<file path="config.mk">
export PLATFORM = sky130hd
export DESIGN_NAME = unidade_controle_multiciclo
export DESIGN_NICKNAME = d
export VERILOG_FILES = /design/src/rtl/unidade_controle_multiciclo.sv
export SDC_FILE = /design/constraint.sdc
export NUM_CORES = 1
export LEC_CHECK = 0
export ABC_AREA = 1
export BUFFER_PORTS_ARGS = -buffer_cell sky130_fd_sc_hd__buf_4
export CORE_UTILIZATION = 40
export DETAILED_ROUTE_END_ITERATION = 10
export PLACE_DENSITY = 0.65
export SKIP_LAST_GASP = 1
export SYNTH_ARGS = -nofsm -noshare
export SYNTH_HDL_FRONTEND = slang
export SYNTH_SLANG_ARGS = --single-unit
</file>
<file path="constraint.sdc">
create_clock -name clock -period 4.3 [get_ports clock]
set_clock_uncertainty 0.15 [all_clocks]
set_input_delay 0.215 -clock clock [delete_from_list [all_inputs] [get_ports clock]]
set_output_delay 0.215 -clock clock [all_outputs]
set_load 0.05 [all_outputs]
</file>
<file path="src/rtl/unidade_controle_multiciclo.sv">
// Multicycle control unit for the 8-bit processor: sequences fetch/decode/execute,
// drives datapath selects and ALU op, waits on memory ready and counts retired instructions.
module unidade_controle_multiciclo #(
  parameter int LARGURA_CONT = 16
) (
  input  logic                    clock,
  input  logic                    reset,
  input  logic [2:0]              opcode,
  input  logic                    zero,
  input  logic                    mem_pronta,
  output logic                    pc_escrita,
  output logic                    ir_escrita,
  output logic                    mem_leitura,
  output logic                    mem_escrita,
  output logic                    i_ou_d,
  output logic                    reg_escrita,
  output logic                    mem_para_reg,
  output logic                    ula_fonte_a,
  output logic [1:0]              ula_fonte_b,
  output logic                    fonte_pc,
  output logic [2:0]              sinal_ula,
  output logic [3:0]              estado,
  output logic [LARGURA_CONT-1:0] instr_concluidas
);

  typedef enum logic [3:0] {
    BUSCA       = 4'd0,
    DECODIFICA  = 4'd1,
    EXECUTA_R   = 4'd2,
    ESCRITA_R   = 4'd3,
    CALC_END    = 4'd4,
    LE_MEM      = 4'd5,
    ESCRITA_LW  = 4'd6,
    ESCREVE_MEM = 4'd7,
    DESVIO      = 4'd8
  } estado_t;

  localparam logic [2:0] ULA_AND = 3'b000;
  localparam logic [2:0] ULA_OR  = 3'b001;
  localparam logic [2:0] ULA_ADD = 3'b010;
  localparam logic [2:0] ULA_SUB = 3'b011;
  localparam logic [2:0] ULA_SLT = 3'b100;

  localparam logic [LARGURA_CONT-1:0] UM = {{(LARGURA_CONT-1){1'b0}}, 1'b1};

  estado_t                 r_estado;
  estado_t                 w_prox;
  logic [LARGURA_CONT-1:0] r_cont;
  logic                    w_conclui;
  logic                    w_pc_escrita;
  logic                    w_ir_escrita;
  logic                    w_mem_leitura;
  logic                    w_mem_escrita;
  logic                    w_reg_escrita;

  // R-type opcode to ALU operation
  function automatic logic [2:0] f_ula_r(input logic [2:0] op);
    case (op)
      3'b000:  f_ula_r = ULA_ADD;
      3'b001:  f_ula_r = ULA_SUB;
      3'b010:  f_ula_r = ULA_AND;
      3'b011:  f_ula_r = ULA_OR;
      3'b100:  f_ula_r = ULA_SLT;
      default: f_ula_r = ULA_ADD;
    endcase
  endfunction

  always_ff @(posedge clock) begin
    if (reset) begin
      r_estado <= BUSCA;
      r_cont   <= '0;
    end else begin
      r_estado <= w_prox;
      if (w_conclui) r_cont <= r_cont + UM;
    end
  end

  always_comb begin
    w_prox        = BUSCA;
    w_conclui     = 1'b0;
    w_pc_escrita  = 1'b0;
    w_ir_escrita  = 1'b0;
    w_mem_leitura = 1'b0;
    w_mem_escrita = 1'b0;
    w_reg_escrita = 1'b0;
    i_ou_d        = 1'b0;
    mem_para_reg  = 1'b0;
    ula_fonte_a   = 1'b0;
    ula_fonte_b   = 2'b00;
    fonte_pc      = 1'b0;
    sinal_ula     = ULA_ADD;
    case (r_estado)
      BUSCA: begin
        w_mem_leitura = 1'b1;
        ula_fonte_b   = 2'b01;
        w_ir_escrita  = mem_pronta;
        w_pc_escrita  = mem_pronta;
        w_prox        = mem_pronta ? DECODIFICA : BUSCA;
      end
      DECODIFICA: begin
        ula_fonte_b = 2'b10;
        if (opcode <= 3'b100)      w_prox = EXECUTA_R;
        else if (opcode == 3'b111) w_prox = DESVIO;
        else                       w_prox = CALC_END;
      end
      EXECUTA_R: begin
        ula_fonte_a = 1'b1;
        sinal_ula   = f_ula_r(opcode);
        w_prox      = ESCRITA_R;
      end
      ESCRITA_R: begin
        w_reg_escrita = 1'b1;
        w_conclui     = 1'b1;
      end
      CALC_END: begin
        ula_fonte_a = 1'b1;
        ula_fonte_b = 2'b10;
        w_prox      = (opcode == 3'b101) ? LE_MEM : ESCREVE_MEM;
      end
      LE_MEM: begin
        w_mem_leitura = 1'b1;
        i_ou_d        = 1'b1;
        w_prox        = mem_pronta ? ESCRITA_LW : LE_MEM;
      end
      ESCRITA_LW: begin
        w_reg_escrita = 1'b1;
        mem_para_reg  = 1'b1;
        w_conclui     = 1'b1;
      end
      ESCREVE_MEM: begin
        w_mem_escrita = 1'b1;
        i_ou_d        = 1'b1;
        w_conclui     = mem_pronta;
        w_prox        = mem_pronta ? BUSCA : ESCREVE_MEM;
      end
      DESVIO: begin
        ula_fonte_a  = 1'b1;
        sinal_ula    = ULA_SUB;
        fonte_pc     = 1'b1;
        w_pc_escrita = zero;
        w_conclui    = 1'b1;
      end
      default: w_prox = BUSCA;
    endcase
  end

  // Reset suppresses every write/read strobe so an aborted instruction has no side effect
  assign pc_escrita       = w_pc_escrita  & ~reset;
  assign ir_escrita       = w_ir_escrita  & ~reset;
  assign mem_leitura      = w_mem_leitura & ~reset;
  assign mem_escrita      = w_mem_escrita & ~reset;
  assign reg_escrita      = w_reg_escrita & ~reset;
  assign estado           = r_estado;
  assign instr_concluidas = r_cont;

endmodule
</file>
Yosys cells after proc, flatten, opt, wreduce, memory -nomap -nowiden
Index checks and enable logic that the tools add are counted.
{"block": "word_totals", "register_bits": 20, "inputBits": 7, "out_inout_bits": 34, "wordCells": 51}
{"block": "classes", "add_sub_neg": 1, "order_cmp": 1, "n_eq_ne": 14, "muxes": 20, "bitwise": 6, "n_reduce_logical": 7}
{"cell": "$pmux W4 S6", "n": 1}
{"cell": "$add A16 B1 Y16 const B", "n": 1}
{"cell": "$eq A4 B3 Y1 const B", "n": 4}
{"cell": "$pmux W3 S4", "n": 1}
{"cell": "$eq A3 B3 Y1 const B", "n": 3}
{"cell": "$mux W1", "n": 9}
{"cell": "$eq A4 B2 Y1 const B", "n": 2}
{"cell": "$mux W4", "n": 2}
{"cell": "$reduce_or A2 Y1", "n": 4}
{"cell": "$eq A3 B2 Y1 const B", "n": 2}
{"cell": "$pmux W3 S2", "n": 1}
{"cell": "$reduce_or A3 Y1", "n": 2}
{"cell": "$and A1 B1 Y1", "n": 5}
{"cell": "$eq A4 B1 Y1 const B", "n": 1}
{"cell": "$eq A4 B4 Y1 const B", "n": 1}
{"cell": "$logic_not A4 Y1", "n": 1}
{"cell": "$mux W2", "n": 2}
{"cell": "$pmux W1 S2", "n": 2}
{"cell": "$pmux W2 S2", "n": 1}
{"cell": "$eq A3 B1 Y1 const B", "n": 1}
{"cell": "$le A3 B3 Y1 const B", "n": 1}
{"cell": "$mux W3", "n": 1}
{"cell": "$not A1 Y1", "n": 1}

Depth between registers and ports, before layout
{"block": "depth", "depth_word": 4, "depth_mapped": 8}

Worst setup path before layout
OpenSTA, ideal clock, no wires.
{"block": "synth_timing", "path_type": "reg2out", "from": "register r_estado[1], in the netlist estado[1]", "to": "output sinal_ula[2]", "arrival_ns": 2.611, "required_time_ns": 3.935, "slack_ns": 1.324, "stages_incl_launch_ff": 5, "n_path_buf": 0, "path_cell_list": "dfxtp_1 > inv_1 > nor2_1 > nand2_1 > nor4_1"}
{"block": "synth_via", "elab_chain_cells": 2}
{"element": "from (decl)", "line": "46", "source": "estado_t r_estado;"}
{"element": "from (signal assigned)", "line": "73", "source": "r_estado <= w_prox;"}
{"element": "$eq A4 B4 Y1 or $eq A4 B2 Y1 (tied branches)", "line": "92", "source": "case (r_estado)"}
{"element": "$pmux W3 S2 *", "line": "92"}
{"element": "to (decl)", "line": "21", "source": "output logic [2:0] sinal_ula,"}
Mark *: on every way between the ends. The rest lies on a longest branch, timed or not.

Final worst setup path
{"block": "layout_timing", "from": "register r_estado[3], in the netlist estado[3]", "to": "output sinal_ula[2]"}
The elaborated chain is that of the path after synthesis.

==> results.ini <==
[drt]
vias=1391
wire_per_inst_um=10.9
ant_nets=0
detail_route.iter0.violations=74
route.detailed.drc=0
dr.pass1.iters=4
wirelength_mm=3.10
vias_per_cell=4.88

[pwr]
peakVddDrop_v=0.000193
clockPowerShare=0.273
internal-power_mw=0.345
switching_share=0.401
p_per_area_nw_per_um2=347
leakage_nw=0.723
seqPwrFrac=0.352
switchingPower_mw=0.231
combPwrFrac=0.375

[clock_network]
post_cts_buffers=0
htree_levels=1
cts_resized=0
root_buffer=clkbuf_4
clock_path_buffers=2
cts_tree=done
cts_sinks=20
cts_hold_buf=0
clock_latency_ns=0.31
path_clk_slew_ns=0.12
numCtsBuffers=3

[placed_design]
finalWeightedCongestion=0.829
io_buffer_count=40
dpl_worst_slack_ns=2.57
dp_hpwl_mm=2.35

[timing]
tightest_slew_ns=0.441
setup_ws_ns=2.19
period_share=0.492
drv_slew=0
max_freq_mhz=473
tns_ns=0
hold_viol=0
fin_crit_ns=2.11
relSlewSlack=0.705
rsz0062_at_grt=no
setup_viol=0

[yosys]
synth_cells=202
synth_area_per_cell_sq_um=6.37
yosysWarnings=0
synth_fp_nets=210
netlist_area_sq_um=1290
synth-seq-cells=20
ys_seq_area_frac=0.311
ys_types=27

[worst_setup_path]
critPathKind=register to output pin
start_kind=register
worstPathRequired_ns=3.93
path_cells=nor2_1 -> nand2_1 -> nor4_1 -> buf_4
arrival_ns=1.75
critPathTopFamily=simple AND/OR/NAND/NOR gates
endpoint_kind=output pin
max_stage_delay_ns=0.37
crit_buf_inv=1
cp_slowest_cell=dfxtp_1
cp_max_fo=6

[layout]
regArea_sq_um=400
area_growth_pct=29.0
fin_nets=250
drive_above_1_share=0.237
insertedDiodeCount=0
multiInputGateArea_sq_um=768
n_fill_cell=335

[grt]
grt_max_degree=27
grt_pass1_vias=1143
gr-total-overflow=0
grt_pass1_wl_mm=5.09
antenna_found_initial=0
globalRouteTotalUtil=0.191

[job]
cap_violations=0

[min_path]
hold_class=input port to register

[die]
die_x_um=58.7
core_sq_um=3050
rows=20
start_util=0.421
ios=41
die-area_sq_um=3450
die_y_um=58.7

[status]
status=complete, no violations

[layout by cell type (no fill, tap or decap), types with 3 or more instances in the layout]
master and count:
dfxtp_1 20, nand4_1 8, nand2_2 4, inv_1 21, nand2_1 44, nor2_1 37
o21ai_0 4, buf_4 40, nor3_1 3, nand3_1 21, a21oi_2 3, a21oi_1 16
clkbuf_4 3
[final timing paths]
path | depth (start not counted) | slack, ns | endpoint | start
worst min register to register | 2 | 0.38 | instr_concluidas[15] | instr_concluidas[15]
worst max register to register | 7 | 2.61 | instr_concluidas[12] | instr_concluidas[0]
worst min-delay path | 2 | 0.02 | instr_concluidas[3] | reset
worst max-delay path | 4 | 2.19 | sinal_ula[2] | estado[3]
[per-stage QoR]
step / total power, mW / util / instance area (sq um) / hold WS, ns / cells
after global placement: 0.425 / 0.526 / 1610 / 0.357 / 281
after global routing: 0.603 / 0.543 / 1660 / 0.0172 / 285
after CTS: 0.582 / 0.543 / 1660 / 0.0212 / 285
after floorplan: 0.368 / - / 1290 / 0.127 / 202
final: 0.576 / 0.543 / 1660 / 0.0233 / 285
after detailed placement: 0.424 / 0.526 / 1610 / 0.359 / 281
[state kept, by name, summed over array words and instances, names as in the netlist]
signal            cells
estado                4
instr_concluidas     16
[worst register-to-register path, stage by stage, from the launching register on]
cell     delay (ns)
dfxtp_1        0.42
ha_1           0.23
nand2_1        0.09
nor2_1         0.33
nand4_1        0.15
nand2_1        0.09
nand2_1        0.05
a21oi_1        0.13
[power by group through the flow]
stage	registers [mW]	clock network [mW]	logic [mW]
6_report	0.203	0.157	0.216
4_1_cts	0.203	0.162	0.217
2_1_floorplan	0.232	0	0.136
3_3_place_gp	0.207	0	0.217
5_1_grt	0.204	0.169	0.230
3_5_place_dp	0.207	0	0.217
[cells in the mapped netlist]
library cell | n | area share
a21oi_1 | 16 | 0.062
a21oi_2 | 3 | 0.020
and2_1 | 1 | 0.0049
buf_2 | 1 | 0.0039
buf_6 | 2 | 0.018
clkbuf_1 | 2 | 0.0058
dfxtp_1 | 20 | 0.31
ha_1 | 1 | 0.0097
inv_1 | 21 | 0.061
inv_2 | 1 | 0.0029
nand2_1 | 44 | 0.13
nand2_2 | 4 | 0.019
nand2_4 | 1 | 0.0088
nand3_1 | 21 | 0.082
nand3_4 | 1 | 0.014
nand3b_1 | 1 | 0.0058
nand4_1 | 8 | 0.039
nand4_4 | 1 | 0.017
nor2_1 | 37 | 0.11
nor2_2 | 1 | 0.0049
nor2_4 | 1 | 0.0088
nor3_1 | 3 | 0.012
nor4_1 | 2 | 0.0097
o2111ai_1 | 1 | 0.0068
o21ai_0 | 4 | 0.016
o21ai_1 | 2 | 0.0078
xor2_1 | 2 | 0.014
[logic make-up after synthesis]
family	synth area share
AO/OA/AOI/OAI	0.113
XOR/XNOR	0.0136
adder cells (fa/ha/maj)	0.00973
buffers and inverters	0.0914
flip-flops	0.311
AND/OR/NAND/NOR	0.461
[layout make-up]
class / instances / share of cell area
Clock buffer: 3 / 0.0136
Inverter: 22 / 0.0498
Sequential cell: 20 / 0.241
Tap cell: 44 / 0.0332
Clock inverter: 1 / 0.0181
Multi-Input combinational cell: 155 / 0.463
Timing Repair Buffer: 40 / 0.181
[metal layers]
metal  track usage  part of all wire
met1         0.246              0.48
met2         0.320              0.45
met3        0.0462             0.056
met4        0.0510             0.012
met5             0                 0
(Power assumes the default switching activity.)
